`config.mk`:
```
export PLATFORM = sky130hd
export DESIGN_NAME = lsu_regfile_sequencer
export DESIGN_NICKNAME = d
export VERILOG_FILES = /design/src/rtl/lsu_pkg.sv /design/src/rtl/lsu_lane_align.sv /design/src/rtl/lsu_regfile_sequencer.sv
export SDC_FILE = /design/constraint.sdc
export NUM_CORES = 1
export LEC_CHECK = 0
export ABC_CLOCK_PERIOD_IN_PS = 4300
export BUFFER_PORTS_ARGS = -buffer_cell sky130_fd_sc_hd__buf_2
export CORE_UTILIZATION = 38
export CTS_CLUSTER_SIZE = 40
export DETAILED_ROUTE_END_ITERATION = 12
export GPL_TIMING_DRIVEN = 0
export SLEW_MARGIN = 10
export SYNTH_ARGS = -nofsm -noshare
export SYNTH_HDL_FRONTEND = slang
export SYNTH_SLANG_ARGS = --single-unit
export TNS_END_PERCENT = 100
```
`constraint.sdc`:
```
create_clock -name clk -period 4.3 [get_ports clk]
set_clock_uncertainty 0.15 [all_clocks]
set_input_delay 0.215 -clock clk [delete_from_list [all_inputs] [get_ports clk]]
set_output_delay 0.215 -clock clk [all_outputs]
set_load 0.01 [all_outputs]
```
`src/rtl/lsu_pkg.sv`:
```
// -----------------------------------------------------------------------------
// lsu_pkg
// Shared definitions for the load/store sequencer and its lane-alignment helper.
//   - XLEN / REG_AW       : data/address width and register index width
//   - SZ_*                : op_size encodings
//   - ST_*                : sequencer FSM state encodings
//   - op_t                : op fields latched at accept time
//   - sext_imm()          : sign-extend the 12-bit offset to XLEN
// -----------------------------------------------------------------------------
package lsu_pkg;

  localparam int XLEN   = 32;
  localparam int REG_AW = 5;

  // Access size encodings; 2'b11 is reserved and always rejected.
  localparam logic [1:0] SZ_B = 2'b00;
  localparam logic [1:0] SZ_H = 2'b01;
  localparam logic [1:0] SZ_W = 2'b10;
  localparam logic [1:0] SZ_X = 2'b11;

  // Sequencer states.
  localparam logic [1:0] ST_IDLE = 2'd0;
  localparam logic [1:0] ST_READ = 2'd1;
  localparam logic [1:0] ST_REQ  = 2'd2;
  localparam logic [1:0] ST_WAIT = 2'd3;

  // Everything the sequencer needs to remember about the op in flight.
  typedef struct packed {
    logic              is_store;
    logic [1:0]        size;
    logic              uns;
    logic [REG_AW-1:0] rs1;
    logic [REG_AW-1:0] rs2;
    logic [REG_AW-1:0] rd;
    logic [11:0]       imm;
  } op_t;

  function automatic logic [XLEN-1:0] sext_imm(input logic [11:0] imm);
    return {{(XLEN-12){imm[11]}}, imm};
  endfunction

endpackage

```
`src/rtl/lsu_lane_align.sv`:
```
// -----------------------------------------------------------------------------
// lsu_lane_align
// Purely combinational byte-lane helper for the load/store sequencer.
// Ports:
//   size_i        access size (SZ_B/SZ_H/SZ_W, 2'b11 illegal)
//   unsigned_i    loads: zero-extend instead of sign-extend
//   offset_i      byte offset within the word (ea[1:0])
//   rs2_value_i   store data register value
//   mem_rdata_i   raw word returned by memory
//   mem_be_o      byte enables for the access
//   mem_wdata_o   store data replicated onto every lane
//   load_result_o addressed lane, extended to XLEN
//   misaligned_o  access cannot be issued (bad alignment or illegal size)
// -----------------------------------------------------------------------------
module lsu_lane_align
  import lsu_pkg::*;
(
  input  logic [1:0]      size_i,
  input  logic            unsigned_i,
  input  logic [1:0]      offset_i,
  input  logic [XLEN-1:0] rs2_value_i,
  input  logic [XLEN-1:0] mem_rdata_i,
  output logic [3:0]      mem_be_o,
  output logic [XLEN-1:0] mem_wdata_o,
  output logic [XLEN-1:0] load_result_o,
  output logic            misaligned_o
);

  logic [XLEN-1:0] lane_s;

  // Shift the addressed lane down to bit 0 (little-endian byte order).
  always_comb begin
    lane_s = mem_rdata_i >> {offset_i, 3'b000};
  end

  // Byte enables, store replication, load extension and legality per size.
  always_comb begin
    mem_be_o      = 4'b0000;
    mem_wdata_o   = {XLEN{1'b0}};
    load_result_o = {XLEN{1'b0}};
    misaligned_o  = 1'b0;
    case (size_i)
      SZ_B: begin
        mem_be_o     = 4'b0001 << offset_i;
        mem_wdata_o  = {4{rs2_value_i[7:0]}};
        misaligned_o = 1'b0;
        if (unsigned_i) begin
          load_result_o = {24'h000000, lane_s[7:0]};
        end else begin
          load_result_o = {{24{lane_s[7]}}, lane_s[7:0]};
        end
      end
      SZ_H: begin
        mem_be_o     = 4'b0011 << offset_i;
        mem_wdata_o  = {2{rs2_value_i[15:0]}};
        misaligned_o = offset_i[0];
        if (unsigned_i) begin
          load_result_o = {16'h0000, lane_s[15:0]};
        end else begin
          load_result_o = {{16{lane_s[15]}}, lane_s[15:0]};
        end
      end
      SZ_W: begin
        mem_be_o      = 4'b1111;
        mem_wdata_o   = rs2_value_i;
        load_result_o = mem_rdata_i;
        misaligned_o  = |offset_i;
      end
      default: begin
        // Reserved size: never issued, reported as an error.
        mem_be_o      = 4'b0000;
        mem_wdata_o   = {XLEN{1'b0}};
        load_result_o = {XLEN{1'b0}};
        misaligned_o  = 1'b1;
      end
    endcase
  end

endmodule

```
`src/rtl/lsu_regfile_sequencer.sv`:
```
// -----------------------------------------------------------------------------
// lsu_regfile_sequencer
// Accepts one load/store op at a time from decode, reads base and store-data
// registers, forms the effective address, runs one req/gnt/rvalid memory
// transaction and writes load results back to the register array.
// Misaligned or illegal ops are rejected with err/err_addr and no side effects.
// Ports:
//   clk, rst_n                         clock, async active-low reset
//   op_valid/op_ready                  decode handshake (ready only in IDLE)
//   op_is_store, op_size, op_unsigned  op kind, size, load extension
//   op_rs1, op_rs2, op_rd, op_imm      register indices and signed offset
//   rf_rs1, rf_rs2, rf_rs1_value, rf_rs2_value   register read port
//   rf_rd, rf_wdata, rf_wer            register write port (one-cycle pulse)
//   mem_req/mem_gnt, mem_we, mem_addr, mem_wdata, mem_be   request channel
//   mem_rvalid, mem_rdata              read response channel
//   done, err, err_addr                completion / rejection reporting
// -----------------------------------------------------------------------------
module lsu_regfile_sequencer
  import lsu_pkg::*;
(
  input  logic              clk,
  input  logic              rst_n,
  input  logic              op_valid,
  output logic              op_ready,
  input  logic              op_is_store,
  input  logic [1:0]        op_size,
  input  logic              op_unsigned,
  input  logic [REG_AW-1:0] op_rs1,
  input  logic [REG_AW-1:0] op_rs2,
  input  logic [REG_AW-1:0] op_rd,
  input  logic [11:0]       op_imm,
  output logic [REG_AW-1:0] rf_rs1,
  output logic [REG_AW-1:0] rf_rs2,
  input  logic [XLEN-1:0]   rf_rs1_value,
  input  logic [XLEN-1:0]   rf_rs2_value,
  output logic [REG_AW-1:0] rf_rd,
  output logic [XLEN-1:0]   rf_wdata,
  output logic              rf_wer,
  output logic              mem_req,
  input  logic              mem_gnt,
  output logic              mem_we,
  output logic [XLEN-1:0]   mem_addr,
  output logic [XLEN-1:0]   mem_wdata,
  output logic [3:0]        mem_be,
  input  logic              mem_rvalid,
  input  logic [XLEN-1:0]   mem_rdata,
  output logic              done,
  output logic              err,
  output logic [XLEN-1:0]   err_addr
);

  logic [1:0]      state_q,     state_d;
  op_t             op_q,        op_d;
  logic [1:0]      off_q,       off_d;
  logic [XLEN-1:0] rf_wdata_q,  rf_wdata_d;
  logic            rf_wer_q,    rf_wer_d;
  logic            mem_req_q,   mem_req_d;
  logic            mem_we_q,    mem_we_d;
  logic [XLEN-1:0] mem_addr_q,  mem_addr_d;
  logic [XLEN-1:0] mem_wdata_q, mem_wdata_d;
  logic [3:0]      mem_be_q,    mem_be_d;
  logic            done_q,      done_d;
  logic            err_q,       err_d;
  logic [XLEN-1:0] err_addr_q,  err_addr_d;

  logic [XLEN-1:0] ea_s;
  logic [1:0]      align_off_s;
  logic [3:0]      be_s;
  logic [XLEN-1:0] wdata_s;
  logic [XLEN-1:0] load_result_s;
  logic            misaligned_s;

  // Effective address is formed from the live register read in READ; the
  // aligner sees that offset in READ and the captured offset afterwards.
  always_comb begin
    ea_s = rf_rs1_value + sext_imm(op_q.imm);
    if (state_q == ST_READ) begin
      align_off_s = ea_s[1:0];
    end else begin
      align_off_s = off_q;
    end
  end

  lsu_lane_align u_align (
    .size_i        (op_q.size),
    .unsigned_i    (op_q.uns),
    .offset_i      (align_off_s),
    .rs2_value_i   (rf_rs2_value),
    .mem_rdata_i   (mem_rdata),
    .mem_be_o      (be_s),
    .mem_wdata_o   (wdata_s),
    .load_result_o (load_result_s),
    .misaligned_o  (misaligned_s)
  );

  // Next-state and output-register logic for the IDLE/READ/REQ/WAIT sequence.
  always_comb begin
    state_d     = state_q;
    op_d        = op_q;
    off_d       = off_q;
    rf_wdata_d  = rf_wdata_q;
    rf_wer_d    = 1'b0;
    mem_req_d   = mem_req_q;
    mem_we_d    = mem_we_q;
    mem_addr_d  = mem_addr_q;
    mem_wdata_d = mem_wdata_q;
    mem_be_d    = mem_be_q;
    done_d      = 1'b0;
    err_d       = 1'b0;
    err_addr_d  = err_addr_q;
    case (state_q)
      ST_IDLE: begin
        if (op_valid) begin
          op_d.is_store = op_is_store;
          op_d.size     = op_size;
          op_d.uns      = op_unsigned;
          op_d.rs1      = op_rs1;
          op_d.rs2      = op_rs2;
          op_d.rd       = op_rd;
          op_d.imm      = op_imm;
          state_d       = ST_READ;
        end else begin
          state_d = ST_IDLE;
        end
      end
      ST_READ: begin
        off_d = ea_s[1:0];
        if (misaligned_s) begin
          // Rejected: report and return without touching memory or registers.
          state_d    = ST_IDLE;
          err_d      = 1'b1;
          err_addr_d = ea_s;
        end else begin
          // Request fields are registered here so they hold through any stall.
          state_d     = ST_REQ;
          mem_req_d   = 1'b1;
          mem_we_d    = op_q.is_store;
          mem_addr_d  = {ea_s[XLEN-1:2], 2'b00};
          mem_be_d    = be_s;
          mem_wdata_d = wdata_s;
        end
      end
      ST_REQ: begin
        if (mem_gnt) begin
          mem_req_d = 1'b0;
          if (op_q.is_store) begin
            state_d = ST_IDLE;
            done_d  = 1'b1;
          end else begin
            state_d = ST_WAIT;
          end
        end else begin
          mem_req_d = 1'b1;
          state_d   = ST_REQ;
        end
      end
      ST_WAIT: begin
        if (mem_rvalid) begin
          state_d    = ST_IDLE;
          done_d     = 1'b1;
          rf_wdata_d = load_result_s;
          // x0 is hardwired: the load completes but nothing is written.
          rf_wer_d   = (op_q.rd != {REG_AW{1'b0}});
        end else begin
          state_d = ST_WAIT;
        end
      end
      default: begin
        state_d   = ST_IDLE;
        mem_req_d = 1'b0;
      end
    endcase
  end

  // State and output registers; reset abandons any op in flight.
  always_ff @(posedge clk or negedge rst_n) begin
    if (!rst_n) begin
      state_q     <= ST_IDLE;
      op_q        <= '0;
      off_q       <= 2'b00;
      rf_wdata_q  <= {XLEN{1'b0}};
      rf_wer_q    <= 1'b0;
      mem_req_q   <= 1'b0;
      mem_we_q    <= 1'b0;
      mem_addr_q  <= {XLEN{1'b0}};
      mem_wdata_q <= {XLEN{1'b0}};
      mem_be_q    <= 4'b0000;
      done_q      <= 1'b0;
      err_q       <= 1'b0;
      err_addr_q  <= {XLEN{1'b0}};
    end else begin
      state_q     <= state_d;
      op_q        <= op_d;
      off_q       <= off_d;
      rf_wdata_q  <= rf_wdata_d;
      rf_wer_q    <= rf_wer_d;
      mem_req_q   <= mem_req_d;
      mem_we_q    <= mem_we_d;
      mem_addr_q  <= mem_addr_d;
      mem_wdata_q <= mem_wdata_d;
      mem_be_q    <= mem_be_d;
      done_q      <= done_d;
      err_q       <= err_d;
      err_addr_q  <= err_addr_d;
    end
  end

  assign op_ready  = (state_q == ST_IDLE);
  assign rf_rs1    = op_q.rs1;
  assign rf_rs2    = op_q.rs2;
  assign rf_rd     = op_q.rd;
  assign rf_wdata  = rf_wdata_q;
  assign rf_wer    = rf_wer_q;
  assign mem_req   = mem_req_q;
  assign mem_we    = mem_we_q;
  assign mem_addr  = mem_addr_q;
  assign mem_wdata = mem_wdata_q;
  assign mem_be    = mem_be_q;
  assign done      = done_q;
  assign err       = err_q;
  assign err_addr  = err_addr_q;

endmodule
```
==> impl_metrics.toml <==
[status]
status = "finished, final reports clean"

[clocking]
htreeDepth = 4
cts_root_buf = "clkbuf_16"
cts_tree = "done"
cts_buffers = 17
clock_latency_ps = 420
clock_sinks = 170
clk_pin_slew_ps = 70
clk_path_buf_depth = 2

[sta]
slew-limit-headroom = 0.178
period_minus_slack_ps = 3510
max_freq_mhz = 285
period_share = 0.816
fin_setup_tns_ps = 0
setup_viol = 0
slew_violations = 0
hold_viol = 0
rsz0062_at_grt = "false"
tightest_slew_ps = 1230
whs_ps = 60.5

[floorplanning]
die_width_um = 156
die_area_um2 = 24400
dieHeight_um = 156
core_um2 = 23400
std_cell_rows = 56
ios = 285
initial_utilization = 0.386

[detailed_routing]
initialDrtViolationCount = 492
dr_total_vias = 8659
routed_via_density = 5.10
firstDrtPassIters = 5
ant_nets = 0
drc = 0
wl_per_cell_um = 17.7
wl_um = 30100

[global_routing]
grt_max_degree = 89
antenna_found_initial = 0
overflow = 0
grt_pass1_wl_um = 46700
grt.total_usage = 0.248
grt_pass1_vias = 8675

[synthesis]
synthArstFlopShare = 1.00
synth_edf_count = 0
synth_cells = 966
synth_ff_type = "dfrtp_1"
yosysTopAreaCellShare = 0.471
yosys.cell_types.count = 62
netlist_area_um2 = 9020
yosys_warnings = 0
synth_mux_area_frac = 0.0815
synth_adder_area_share = 0.0452
yosysSeqAreaShare = 0.471
ys_seq_elements = 170
synth-compound-area-share = 0.190
synth_simple_gate_area_share = 0.129
synth_xor_area_frac = 0.0281
yosys.area.top_type = "dfrtp_1"
synth.avg_cell_area_um2 = 9.34
netlist_top_cells_area = "dfrtp_1 (47%), nand2_1 (7.2%), o21ai_0 (7.0%)"
synth_top_family_by_area = "compound AO/OA/AOI/OAI gates"

[setup_path]
path_cells = "ha_1 -> nand2_1 -> o21ai_0 -> a311oi_1 -> a211oi_1 -> a311oi_1 -> xor2_1 -> o21ai_0"
rrSetupSlack_ps = 790
startpoint_type = "register"
r2r_end = "mem_addr[24]"
critPathKind = "register to register"
worstPathRequired_ps = 4450
worst_r2r_startpoint = "op_q[11]"
crit_path_top_delay_cell = "dfrtp_1"
ff2ff_path_depth = 8
crit_arrival_ps = 3660
max_stage_delay_ps = 720
crit_path_end_kind = "register"
path_max_fanout = 22

[pwr]
leakage_nw = 6.02
power_w = 0.00989
pwr_density_cell_nw_per_um2 = 796
ir_worst_vdd_v = 0.000305

[worst_hold_path]
min_from = "mem_rdata[12]"
hold_depth = 4
min_path_type = "input port to register"
hold_path_end = "rf_wdata[12]"

[run]
max-cap-violations = 0

[layout]
final_area_um2 = 12400
diodes = 0
area_growth_pct = 37.7
num-nets-final = 1530
fillers = 2195
drive_gt1_frac = 0.290

[placed_design]
dpl.hpwl_um = 21900
place_area_um2 = 10900
numPortBuffers = 282
finalWeightedCongestion = 0.882
-- metal layers --
| layer | track usage | vias to the layer above | routed length, µm |
|---|---|---|---|
| met5 | 0 | - | 0 |
| met1 | 0.320 | 4133 | 13100 |
| met2 | 0.418 | 314 | 14600 |
| li1 | - | 4177 | - |
| met4 | 0.0724 | 0 | 546 |
| met3 | 0.0522 | 35 | 1940 |
-- per-stage QoR --
step	setup WS (ps)	util	cells
6_report	790	0.531	1698
5_1_grt	530	0.531	1698
4_1_cts	783	0.531	1698
3_5_place_dp	795	0.465	1569
3_3_place_gp	51.3	0.463	1568
2_1_floorplan	1390	-	967
-- layout by cell type, fill, tap and decap left out, drive strengths merged, types with 5 or more instances in the layout --
master and count:
mux2i 25, nor2b 5, dfrtp 170, clkinv 5, buf 314, a31oi 8
dlygate4sd3 97, xnor2 15, mux2 40, o21bai 5, a21oi 99, a21o 10
nand3 6, o21a 7, nand2b 5, ha 31, nand2 172, o21ai 129
nand4 5, inv 27, a221oi 10, a211oi 5, xor2 14, nor2 56
o211ai 7, nor3 8, clkbuf 59
-- sequential cells by signal, summed over array words and instances, names as in the netlist, 2 cells and up --
| name | flops |
|---|---|
| mem_be | 4 |
| off_q | 2 |
| state_q | 2 |
| op_q | 16 |
| rf_wdata | 32 |
| rf_rs2 | 5 |
| mem_addr | 30 |
| err_addr | 32 |
| mem_wdata | 32 |
| rf_rs1 | 5 |
| rf_rd | 5 |
-- cell type report --
cell class	instances	area, µm²	share of cell area
clock inverters	13	134	0.0108
inverters	22	82.6	0.00665
plain buffers	72	408	0.0328
repair buffers	380	2420	0.195
multi-input cells	703	4280	0.345
clock buffers	19	443	0.0357
well taps	319	399	0.0321
flip-flops and latches	170	4250	0.342
-- kinds of logic after synthesis --
kind of cell / after synthesis
AO/OA/AOI/OAI: 301
AND/OR/NAND/NOR: 273
flip-flops: 170
buffers and inverters: 94
multiplexers: 66
adder cells (fa/ha/maj): 32
XOR/XNOR: 29
other: 1
-- Yosys cell counts, types with 3 or more instances --
master	instances
mux2_2	40
buf_4	18
a21oi_1	99
and3_1	3
a21o_1	8
dfrtp_1	170
a211oi_1	5
o31ai_1	4
mux2i_1	24
o21bai_1	5
buf_1	4
and2_1	3
o21ai_1	3
clkbuf_1	36
nor3_1	7
ha_1	31
buf_2	7
nand2_1	172
o21a_1	7
o21ai_0	126
nand4_1	4
xnor2_1	15
or3_1	3
nor2b_1	5
a31oi_1	8
a221oi_1	10
nand3_1	6
nand2b_1	4
inv_1	21
clkbuf_8	4
nor2_1	54
o211ai_1	7
xor2_1	14
-- worst max-delay path by stage --
stage	from	to	slack, ps	cells past startpoint
3_5_place_dp	op_q[11]	mem_addr[24]	800	8
6_report	op_q[11]	mem_addr[24]	790	8
2_1_floorplan	op_q[11]	err_addr[31]	1390	10
5_1_grt	op_q[11]	mem_addr[24]	530	8
4_1_cts	op_q[11]	mem_addr[24]	780	8
3_3_place_gp	rst_n	op_q[4]	50	1
-- report_power, final --
group          total (W)  internal [W]  leakage, nW  switching (W)
Combinational    0.00547       0.00222         3.69        0.00325
Sequential       0.00288       0.00240         2.06       0.000471
Clock            0.00154      0.000832        0.279       0.000711
Total            0.00989       0.00546         6.02        0.00443
-- timing repair --
| item | CTS | global route |
|---|---|---|
| setup endpoints to repair | 0 | 0 |
| buffers inserted | 0 | 0 |
| resized for setup | 0 | 0 |
| hold endpoints to repair | 175 | 0 |
| hold buffers | 97 | 0 |
-- worst max-delay path: cells and delay by family (launching register included) --
family                     cells  cell delay (ps)
DFF                            1              720
and+or+nand+nor                1              130
xor gates and xnor gates       1              240
AOI/OAI and AO/OA              5             1530
adders and majority gates      1              590
Note: power is estimated with default switching activity, not from simulation.
